$ cat config.mk
export PLATFORM = sky130hd
export DESIGN_NAME = instruction_fetch
export DESIGN_NICKNAME = d
export VERILOG_FILES = /design/src/rtl/rv32_pkg.sv /design/src/rtl/instruction_fetch.sv
export SDC_FILE = /design/constraint.sdc
export NUM_CORES = 1
export LEC_CHECK = 0
export ABC_CLOCK_PERIOD_IN_PS = 1830
export CAP_MARGIN = 25
export CORE_ASPECT_RATIO = 1.4
export CORE_UTILIZATION = 27
export CTS_CLUSTER_DIAMETER = 50
export DETAILED_ROUTE_END_ITERATION = 12
export GPL_ROUTABILITY_DRIVEN = 0
export HOLD_SLACK_MARGIN = 0.12
export PLACE_DENSITY = 0.64
export SYNTH_ARGS = -nofsm -noshare
export SYNTH_HDL_FRONTEND = slang
export SYNTH_SLANG_ARGS = --single-unit
$ cat constraint.sdc
create_clock -name clk -period 1.83 [get_ports clk]
set_input_delay 0.366 -clock clk [delete_from_list [all_inputs] [get_ports clk]]
set_output_delay 0.366 -clock clk [all_outputs]
set_load 0.02 [all_outputs]
$ cat src/rtl/rv32_pkg.sv
// rtl/rv32_pkg.sv - shared RV32IM core types and constants
package rv32_pkg;

  localparam logic [31:0] NOP_INS = 32'h00000013;

  typedef enum logic {
    FETCH_RUN,
    FETCH_FAULT
  } fetch_state_t;

  function automatic logic is_word_aligned(input logic [1:0] addr_lsb);
    return addr_lsb == 2'b00;
  endfunction

endpackage

$ cat src/rtl/instruction_fetch.sv
// rtl/instruction_fetch.sv - PC register, imem address drive and registered valid/ready output to decode
module instruction_fetch
  import rv32_pkg::*;
#(
  parameter int                    ADDR_WIDTH = 8,
  parameter logic [ADDR_WIDTH-1:0] RESET_PC   = '0
) (
  input  logic                  clk,
  input  logic                  rst,
  output logic [ADDR_WIDTH-1:0] imem_addr,
  input  logic [31:0]           imem_data,
  input  logic                  redirect_valid,
  input  logic [ADDR_WIDTH-1:0] redirect_pc,
  output logic                  if_valid,
  input  logic                  if_ready,
  output logic [31:0]           if_ins,
  output logic [ADDR_WIDTH-1:0] if_pc,
  output logic                  fetch_fault
);

  localparam logic [ADDR_WIDTH-1:0] PC_STEP = ADDR_WIDTH'(4);

  fetch_state_t          state_q, state_d;
  logic [ADDR_WIDTH-1:0] pc_q, pc_d;
  logic                  valid_q, valid_d;
  logic [31:0]           ins_q, ins_d;
  logic [ADDR_WIDTH-1:0] ins_pc_q, ins_pc_d;

  logic take;
  logic slot_free;

  assign take      = valid_q & if_ready;
  assign slot_free = ~valid_q | take;

  always_ff @(posedge clk) begin
    if (rst) begin
      state_q  <= FETCH_RUN;
      pc_q     <= RESET_PC;
      valid_q  <= 1'b0;
      ins_q    <= NOP_INS;
      ins_pc_q <= '0;
    end else begin
      state_q  <= state_d;
      pc_q     <= pc_d;
      valid_q  <= valid_d;
      ins_q    <= ins_d;
      ins_pc_q <= ins_pc_d;
    end
  end

  always_comb begin
    state_d  = state_q;
    pc_d     = pc_q;
    valid_d  = valid_q;
    ins_d    = ins_q;
    ins_pc_d = ins_pc_q;

    unique case (state_q)
      FETCH_RUN: begin
        // A redirect flushes whatever is in the slot; if decode took it this
        // cycle the handshake already completed, otherwise it is discarded.
        if (redirect_valid) begin
          valid_d = 1'b0;
          if (is_word_aligned(redirect_pc[1:0])) begin
            pc_d = redirect_pc;
          end else begin
            state_d = FETCH_FAULT;
          end
        end else if (slot_free) begin
          ins_d    = imem_data;
          ins_pc_d = pc_q;
          valid_d  = 1'b1;
          pc_d     = pc_q + PC_STEP;
        end
      end
      FETCH_FAULT: begin
        valid_d = 1'b0;
      end
      default: begin
        state_d = FETCH_FAULT;
        valid_d = 1'b0;
      end
    endcase
  end

  assign imem_addr   = pc_q;
  assign if_valid    = valid_q;
  assign if_ins      = ins_q;
  assign if_pc       = ins_pc_q;
  assign fetch_fault = (state_q == FETCH_FAULT);

endmodule

==> flow_metrics.tcl <==
set metrics [dict create \
    status "finished, final reports clean" \
    portBuffers 93 \
    final-instance-count-excl-fill 426 \
    holdPathStages 2 \
    post_cts_resize_count 0 \
    placed_cells 418 \
    numClockSinks 50 \
    worstMarginPinSlew_ns 0.405 \
    path_depth 1 \
    hold_path.class "register to register" \
    grt_pass1_wl_microns 7850 \
    hold_violations 0 \
    clk_pin_slew_ns 0.09 \
    antenna_cells 0 \
    rows 35 \
    ant_nets 0 \
    cts_tree "built" \
    netlist_instances 236 \
    post-cts-setup-buffers 0 \
    initial_utilization_pct 28.1 \
    period_share_pct 95.2 \
    end_kind "output port" \
    grt_max_degree 32 \
    ys_ff_latch 50 \
    routed_wl_microns 4970 \
    timing.max_cap.violations 0 \
    rr_worst_depth 4 \
    crit_required_ns 1.46 \
    numCtsBuffers 5 \
    worst-setup-path-type "register to output port" \
    fp.coreArea_sq_mm 0.00661 \
    synth-main-ff-cell "dfxtp_1" \
    grt_pass1_vias 1695 \
    setup_violations 0 \
    seqCellArea_sq_mm 0.00100 \
    wire_per_inst_microns 11.7 \
    cp_slowest_cell "clkdlybuf4s50_1" \
    antenna_found_initial 0 \
    h-tree-depth 2 \
    vias 1874 \
    path_buf_inv 1 \
    clock-root-buffer "clkbuf_8" \
    overflow 0 \
    critPathArrivalTime_ns 1.38 \
    drt_iter0_drc 73 \
    ys_types 26 \
    synth_fp_nets 281 \
    firstDrtPassIters 4 \
    ys_seq_area_share_pct 53.9 \
    cts_hold_buffers 0 \
    critPathLaunchType "register" \
    fin_tns_setup_ns 0 \
    ys_warn_count 0 \
    peakVddDrop_v 0.000470 \
    clock_latency_ns 0.30 \
    worst-path-max-fanout 6 \
    grt_setup_unrepaired "false" \
    avgSynthCellArea_sq_um 7.87 \
    skew_ns 0.00494 \
    syn2layout_area_growth_pct 65.5 \
    grtUsageTotal_pct 14.0 \
    fmax_ghz 0.574 \
    nFillCells 676 \
    leakagePower_nw 1.14 \
    drc 0 \
    clockBufferDepth 2 \
    period_needed_ns 1.74 \
    die_w_microns 72.1 \
    critPathTopFamily "buffers and inverters" \
    die_h_microns 100 \
    dieArea_sq_mm 0.00722 \
    crit_chain "clkdlybuf4s50_1" \
    netlist_area_sq_mm 0.00186 \
    layout-drive-gt1-share_pct 6.59 \
    synth_edf_count 0 \
    fin_nets 378 \
    cellPowerDensity_mw_per_mm2 801 \
    async_reset_ff_share_pct 0 \
    top_level_ports 94 \
    cp_slowest_stage_delay_ns 0.64 \
    place_hpwl_microns 3530 \
    r2r_slack_ns 0.39 \
    slew-limit-headroom_pct 73.0 \
    multiInputGateArea_sq_um 796 \
    vias_per_cell 4.40 \
    report.final.slew_viol_count 0 \
]
## cell usage after synthesis (2+ instances only)
master     n  share of area (%)
and2_1     2               0.67
dfxtp_1   50                 54
a211oi_1   2               0.81
nor2b_1    2               0.67
a21oi_1   42                 11
nor2_1     5                1.0
o21ai_0    5                1.3
or2_1      2               0.67
nand2_1   87                 18
clkbuf_1  15                3.0
nand3_1    4                1.1
nand3b_1   3                1.2
a31oi_1    2               0.67
o22ai_1    2               0.67
inv_1      2               0.40
## power breakdown
group	leakage (nW)	switching [W]	internal, W	total [W]
Combinational	0.674	0.000248	0.000266	0.000514
Clock	0.0524	0.000356	0.000409	0.000766
Sequential	0.409	0.0000323	0.00115	0.00118
Total	1.14	0.000636	0.00182	0.00246
## routing by layer
layer / vias to the layer above / track usage (%) / part of all wire, %
met1: 853 / 15.8 / 44
met4: 0 / 4.98 / 1.5
met5: - / 0 / 0
met3: 6 / 3.82 / 5.6
li1: 964 / - / -
met2: 51 / 24.9 / 49
## worst paths after layout
| kind | to | start |
|---|---|---|
| max reg2reg | imem_addr[6] | fetch_fault |
| max | imem_addr[5] | imem_addr[5] |
| min reg2reg | if_ins[27] | if_ins[27] |
| min | if_ins[27] | if_ins[27] |
## per-stage QoR
stage / power, W / util (%) / setup WS [ns] / hold WS (ns) / area, sq um
3_5_place_dp: 0.00173 / 44.9 / -0.150 / 0.445 / 2970
4_1_cts: 0.00250 / 46.5 / 0.0812 / 0.458 / 3070
3_3_place_gp: 0.00172 / 44.9 / -0.108 / 0.441 / 2970
2_1_floorplan: 0.00144 / - / 0.265 / 0.490 / 1860
6_report: 0.00246 / 46.5 / 0.0872 / 0.454 / 3070
5_1_grt: 0.00259 / 46.5 / 0.0239 / 0.470 / 3070
## area by class of cell
class                   instances  area share (%)
well taps                      92            3.74
clock inverters                 1           0.977
clock buffers                   7            2.48
flip-flops and latches         50            32.6
inverters                       2           0.244
repair buffers                106            34.1
multi-input cells             168            25.9
## cell families after synthesis
kind of cell,count (synthesis),share of synthesized area [%]
and+or+nand+nor,109,24.6
AOI/OAI and AO/OA,57,16.6
DFF,50,53.9
buffers and inverters,18,3.70
muxes,1,0.539
adders and majority gates,1,0.673
## registers in the layout, summed over array words and instances, names as in the netlist
| name | count |
|---|---|
| fetch_fault | 1 |
| if_ins | 32 |
| if_pc | 8 |
| if_valid | 1 |
| imem_addr | 8 |
## cell usage in the layout, fill, tap and decap left out
cell / Yosys / routed
a211oi_1: 2 / 2
a21oi_1: 42 / 42
a31oi_1: 2 / 2
and2_1: 2 / 2
buf_12: 0 / 2
buf_2: 1 / 1
buf_4: 0 / 11
bufinv_16: 0 / 1
clkbuf_1: 15 / 2
clkbuf_8: 0 / 5
clkdlybuf4s50_1: 0 / 92
dfxtp_1: 50 / 50
ha_1: 1 / 1
inv_1: 2 / 2
mux2i_1: 1 / 1
nand2_1: 87 / 87
nand2b_1: 1 / 1
nand3_1: 4 / 4
nand3b_1: 3 / 3
nand4b_1: 1 / 1
nor2_1: 5 / 4
nor2_4: 0 / 1
nor2b_1: 2 / 2
o211a_1: 1 / 1
o21a_1: 1 / 1
o21ai_0: 5 / 5
o21ai_2: 1 / 1
o22ai_1: 2 / 2
o31ai_1: 1 / 1
or2_1: 2 / 2
or3_1: 1 / 1
or4b_1: 1 / 1
Power figures use the tool's default switching activity.
==> RTL edit 1 (same flow settings) <==
The parameter `ADDR_WIDTH` goes from 8 to 7.
--- a/src/rtl/instruction_fetch.sv
+++ b/src/rtl/instruction_fetch.sv
@@ -2,7 +2,7 @@
 module instruction_fetch
   import rv32_pkg::*;
 #(
-  parameter int                    ADDR_WIDTH = 8,
+  parameter int                    ADDR_WIDTH = 7,
   parameter logic [ADDR_WIDTH-1:0] RESET_PC   = '0
 ) (
   input  logic                  clk,
Interface: changed (resized if_pc, imem_addr and redirect_pc); port bits go from 94 to 91. No check against the original RTL was run, so the function may have changed too.
==> RTL edit 1 against the original RTL <==
The run now ends with design-rule violations left. Fmax grew 1.2%. Die area fell by 2.5%. Power down 1.7%. Area after synthesis shrank 2.6%. Worst setup slack improved by 0.020 ns. Sequential cell count is 2 lower. Wire length decreased by 2.2%. Combinational power is 7.0% lower. Final area is 4.1% lower. Largest cell class unchanged.
==> RTL edit 1: results (changes against the original RTL) <==
- The checks that failed: design-rule violations.
- The internal power of the cells is 0.00180 W (-1.5%).
- In the synthesized netlist, the cells that appear most often are 81 x sky130_fd_sc_hd__nand2_1, 48 x sky130_fd_sc_hd__dfxtp_1, 41 x sky130_fd_sc_hd__a21oi_1.
- The number of global-route vias before repair is 1656 (-2.3%).
- The clock network latency to the later pin of the worst-skew pair is 0.30 ns (about the same).
- The via-per-instance ratio was 4.56 (+3.8%).
- The maximum fanout count along the critical path is 5 (-1).
- The antenna diode instance count was 0 (unchanged).
- The number of antenna violations at the first check in global routing is 0 (unchanged).
- The number of detailed-route iterations in the first pass was 8 (+4).
- Yosys attributes the largest share of cell area to sky130_fd_sc_hd__dfxtp_1 53%, sky130_fd_sc_hd__nand2_1 17%, sky130_fd_sc_hd__a21oi_1 11%, sky130_fd_sc_hd__buf_4 1.7%, sky130_fd_sc_hd__nor4b_4 1.3%.
- The worst setup slack after placement is 0.0681 ns (+0.218 ns).
- The transition time at the pin with the least slew margin is 0.471 ns (+0.0661 ns).
- The count of H-tree levels built during CTS is 2 (unchanged).
- The largest buffer count on any clock path was 2 (unchanged).
- The run finished, with violations left.
- Among cell families on the critical path, the largest total delay comes from buffers and inverters.
- The number of buffers created by CTS is 5 (unchanged).
- The share of cells above drive strength 1 is 8.81% (+2.2 points).
- The met3 capacity usage during global routing is 3.48% (-0.34 points).
- The final HPWL from detailed placement was 3540 um (+0.25%).
- The cell leakage power was 1.12 nW (-1.5%).
- The worst clock skew came to 0.00894 ns (+0.00400 ns).
- The synthesized netlist net count is 265 (-5.7%).
- The slowest stage of the critical path belongs to the cell sky130_fd_sc_hd__clkdlybuf4s50_1.
- The layout net count was 361 (-4.5%).
- The flip-flop count of the largest register after layout is 32 (unchanged).
- The sequential element share of the synthesized area is 53.1% (-0.80 points).
- The largest voltage drop on the vdd net is 0.358 mV (-24%).
- The count of unresolved DRC violations after routing was 4 (+4).
- The count of unique library cells instantiated by Yosys is 27 (+3.8%).
- The number of buffers inserted by port buffering is 90 (-3.2%).
- The per-cell routed wire length is 12.5 um (+6.8%).
- The number of DRC markers after the initial detailed-route iteration was 98 (+34%).
- The global-route met2 utilization is 24.8% (-0.11 points).
- The aggregate global-route resource usage came to 14.0% (about the same).
- The fraction of met1 tracks used by global routing is 16.5% (+0.70 points).
- The arrival time reported for the critical path endpoint is 1.36 ns (-0.02 ns).
- The buffers inserted during post-CTS setup optimization is 0 (unchanged).
- The wire length of the first global-routing pass came to 7890 um (+0.61%).
- The maximum number of pins on one net before global-route repair is 26 (-19%).
- The cell sitting at the root of the clock tree is a sky130_fd_sc_hd__clkbuf_8.
- The main flop type after synthesis is sky130_fd_sc_hd__dfxtp_1.
RTL edit 1: cell count changes after synthesis, sizes merged, moves of 2 or more:
cell    before  now
nor2b        2    0
buf          1    9
dfxtp       50   48
or2          2    0
nand2       87   81
o22ai        2    0
clkbuf      15    6
a211oi       2    0
nor3         0    2
RTL edit 1: per-stage QoR:
step / power, W / util, % / cell area (sq um) / hold slack (ns) / instances
after floorplan: 0.00138 / - / 1810 / 0.490 / 221
after CTS: 0.00246 / 46.5 / 2950 / 0.458 / 390
after detailed placement: 0.00164 / 44.6 / 2820 / 0.446 / 382
after global placement: 0.00163 / 44.6 / 2820 / 0.441 / 382
final: 0.00242 / 46.5 / 2950 / 0.456 / 390
after global routing: 0.00253 / 46.5 / 2950 / 0.480 / 390
RTL edit 1: power by group through the flow:
stage                     clock (W)  sequential, W  combinational (W)
final                      0.000810        0.00113           0.000478
after global routing       0.000870        0.00114           0.000517
after CTS                  0.000840        0.00113           0.000485
after detailed placement          0        0.00116           0.000484
after global placement            0        0.00115           0.000480
after floorplan                   0        0.00123           0.000154
RTL edit 1: kinds of logic (layout without fill, tap and decap cells):
kind of cell               count (synthesis)  after routing  synth area share [%]
muxes                                      2              2                  1.17
adders and majority gates                  1              1                 0.691
AOI/OAI and AO/OA                         52             52                  15.7
and+or+nand+nor                          101            101                  24.0
buffers and inverters                     17            114                  5.39
DFF                                       48             48                  53.1
RTL edit 1: path summary, 6_finish.rpt:
check / start / endpoint / slack [ns] / cells past startpoint
min reg2reg: if_ins[8] / if_ins[8] / 0.46 / 2
max: imem_addr[5] / imem_addr[5] / 0.11 / 1
min: if_ins[8] / if_ins[8] / 0.46 / 2
max reg2reg: fetch_fault / if_ins[23] / 0.52 / 6
RTL edit 1: area by class of cell:
type,count,area (sq um)
fill,634,3390
timing repair buffer,104,1020
sequential,48,961
multi-input combinational,156,752
tap,72,90.1
clock buffer,6,82.6
clock inverter,2,38.8
inverter,2,7.51
RTL edit 1: repair_timing:
action,in CTS,in global routing
gates resized for setup,0,1
endpoints found under the setup margin,0,1
endpoints found under the hold margin,0,0
RTL edit 1: per-layer routing:
metal | share of wire (%) | vias to the layer above
li1 | - | 913
met1 | 44 | 813
met2 | 50 | 48
met3 | 5.7 | 6
met4 | 1.2 | 0
met5 | 0 | -
==> RTL edit 2 (same settings) <==
Made on the original files. Make the reset (`rst`) asynchronous in one clocked block.
--- a/src/rtl/instruction_fetch.sv
+++ b/src/rtl/instruction_fetch.sv
@@ -32,7 +32,7 @@
   assign take      = valid_q & if_ready;
   assign slot_free = ~valid_q | take;
 
-  always_ff @(posedge clk) begin
+  always_ff @(posedge clk or posedge rst) begin
     if (rst) begin
       state_q  <= FETCH_RUN;
       pc_q     <= RESET_PC;
Behaviour: differs if rst is asserted again (counterexample within 4 cycles, from zero or initial values and one cycle with rst high); with rst held inactive, the same outputs for 10 cycles.
==> RTL edit 2 against the original RTL <==
Worst setup slack better by 0.00069 ns. Final area is 5.1% higher. Critical path depth unchanged. Combinational power is 66% higher. Synthesized cell count is 42% lower. Wire length fell by 8.2%. Die area grew 8.0%. Non-clock buffer count down 4. Clock power shrank 20%. Power up 15%. Sequential cell count did not move. Core utilization is 0.81 points lower. Area after synthesis rose by 8.2%. Critical endpoint is now imem_addr[4].
==> RTL edit 2: results (changes against the original RTL) <==
- The vias after detailed routing was 1467 (-22%).
- The commonest cells after synthesis are 47 x sky130_fd_sc_hd__dfrtp_1, 40 x sky130_fd_sc_hd__mux2_2, 8 x sky130_fd_sc_hd__o21ai_0.
- Yosys attributes the largest share of cell area to sky130_fd_sc_hd__dfrtp_1 58%, sky130_fd_sc_hd__mux2_2 22%, sky130_fd_sc_hd__dfstp_2 3.9%, sky130_fd_sc_hd__o21ai_0 2.0%, sky130_fd_sc_hd__nor4b_4 1.2%.
- The fraction of met1 tracks used by global routing is 15.2% (-0.59 points).
- The final HPWL from detailed placement came to 3450 um (-2.3%).
- The sequential element share of the synthesized area is 62.4% (+8.5 points).
- The cell area after placement was 3140 sq um (+5.9%).
- In this run the worst hold path is classified as input port to asynchronous set/reset pin.
- The met3 capacity usage during global routing is 2.71% (-1.1 points).
- The synthesized netlist net count is 181 (-36%).
- The worst slew margin relative to its limit is 71.8% (-1.2 points).
- The layout net count came to 284 (-25%).
- The share of cells above drive strength 1 is 25.8% (+19 points).
- The number of global-route vias before repair is 1426 (-16%).
- The sum of met3 wire segment lengths after detailed routing was 250 um (-11%).
- The count of placed standard cells in the final layout, fillers left out is 335 (-21%).
- The run finished with clean final reports.
- The maximum fanout count along the critical path is 7 (+1).
- The aggregate global-route resource usage is 12.3% (-1.7 points).
- The post-route met1 wirelength came to 1910 um (-12%).
- The per-cell routed wire length is 13.6 um (+17%).
- The global-route met2 utilization is 20.7% (-4.2 points).
- The routed length on met2 is 2340 um (-4.2%).
- The async set or reset register ratio after synthesis is 100% (+100 points).
- The cell leakage power came to 1.42 nW (+25%).
- The worst clock skew is 0.00611 ns (+0.00116 ns).
- The count of unique library cells instantiated by Yosys is 27 (+3.8%).
- The wire length of the first global-routing pass is 7270 um (-7.4%).
- The maximum number of pins on one net before global-route repair is 20 (-38%).
- The number of cells produced by synthesis is 136 (-42%).
==> RTL edit 2: cell count changes after synthesis, sizes merged, moves of 4 or more <==
| cell | change |
|---|---|
| nand2 | -83 |
| dfxtp | -50 |
| dfrtp | +47 |
| a21oi | -40 |
| mux2 | +40 |
| clkbuf | -14 |
| buf | +4 |
==> RTL edit 2: through the flow <==
step	power (W)	setup slack, ns
global placement	0.00224	0.0146
global route	0.00300	0.00599
CTS	0.00289	0.0241
detailed placement	0.00226	0.00212
finish	0.00283	0.0878
floorplan	0.00177	0.268
==> RTL edit 2: kinds of logic (layout without fill, tap and decap cells) <==
group	after synthesis	count (layout)	synth area share (%)
multiplexers	41	41	22.9
flip-flops	50	50	62.4
AO/OA/AOI/OAI	15	15	4.60
adder cells (fa/ha/maj)	1	1	0.622
buffers and inverters	7	111	1.93
AND/OR/NAND/NOR	22	22	7.53
==> RTL edit 2: final timing paths <==
check	startpoint	end	slack, ns	cells after the start
setup / recovery	imem_addr[4]	imem_addr[4]	0.09	1
min in group clk	if_ins[5]	if_ins[5]	0.51	1
setup reg to reg	fetch_fault	imem_addr[7]	0.45	5
hold reg to reg	if_ins[5]	if_ins[5]	0.51	1
max in group asynchronous	rst	if_ins[20]	0.88	3
hold / removal	rst	if_ins[8]	0.39	2
==> RTL edit 2: area by class of cell <==
cell class	count	area [sq um]
Fill cell	685	3840
Sequential cell	50	1250
Timing Repair Buffer	102	1060
Multi-Input combinational cell	79	717
Tap cell	95	119
Clock buffer	8	80.1
Inverter	1	3.75
==> RTL edit 2: where the power goes <==
| group | leakage, nW | internal, W | switching, W |
|---|---|---|---|
| logic | 0.758 | 0.000477 | 0.000374 |
| registers | 0.618 | 0.00127 | 0.0000945 |
| clock network | 0.0395 | 0.000273 | 0.000341 |
| total | 1.42 | 0.00202 | 0.000809 |
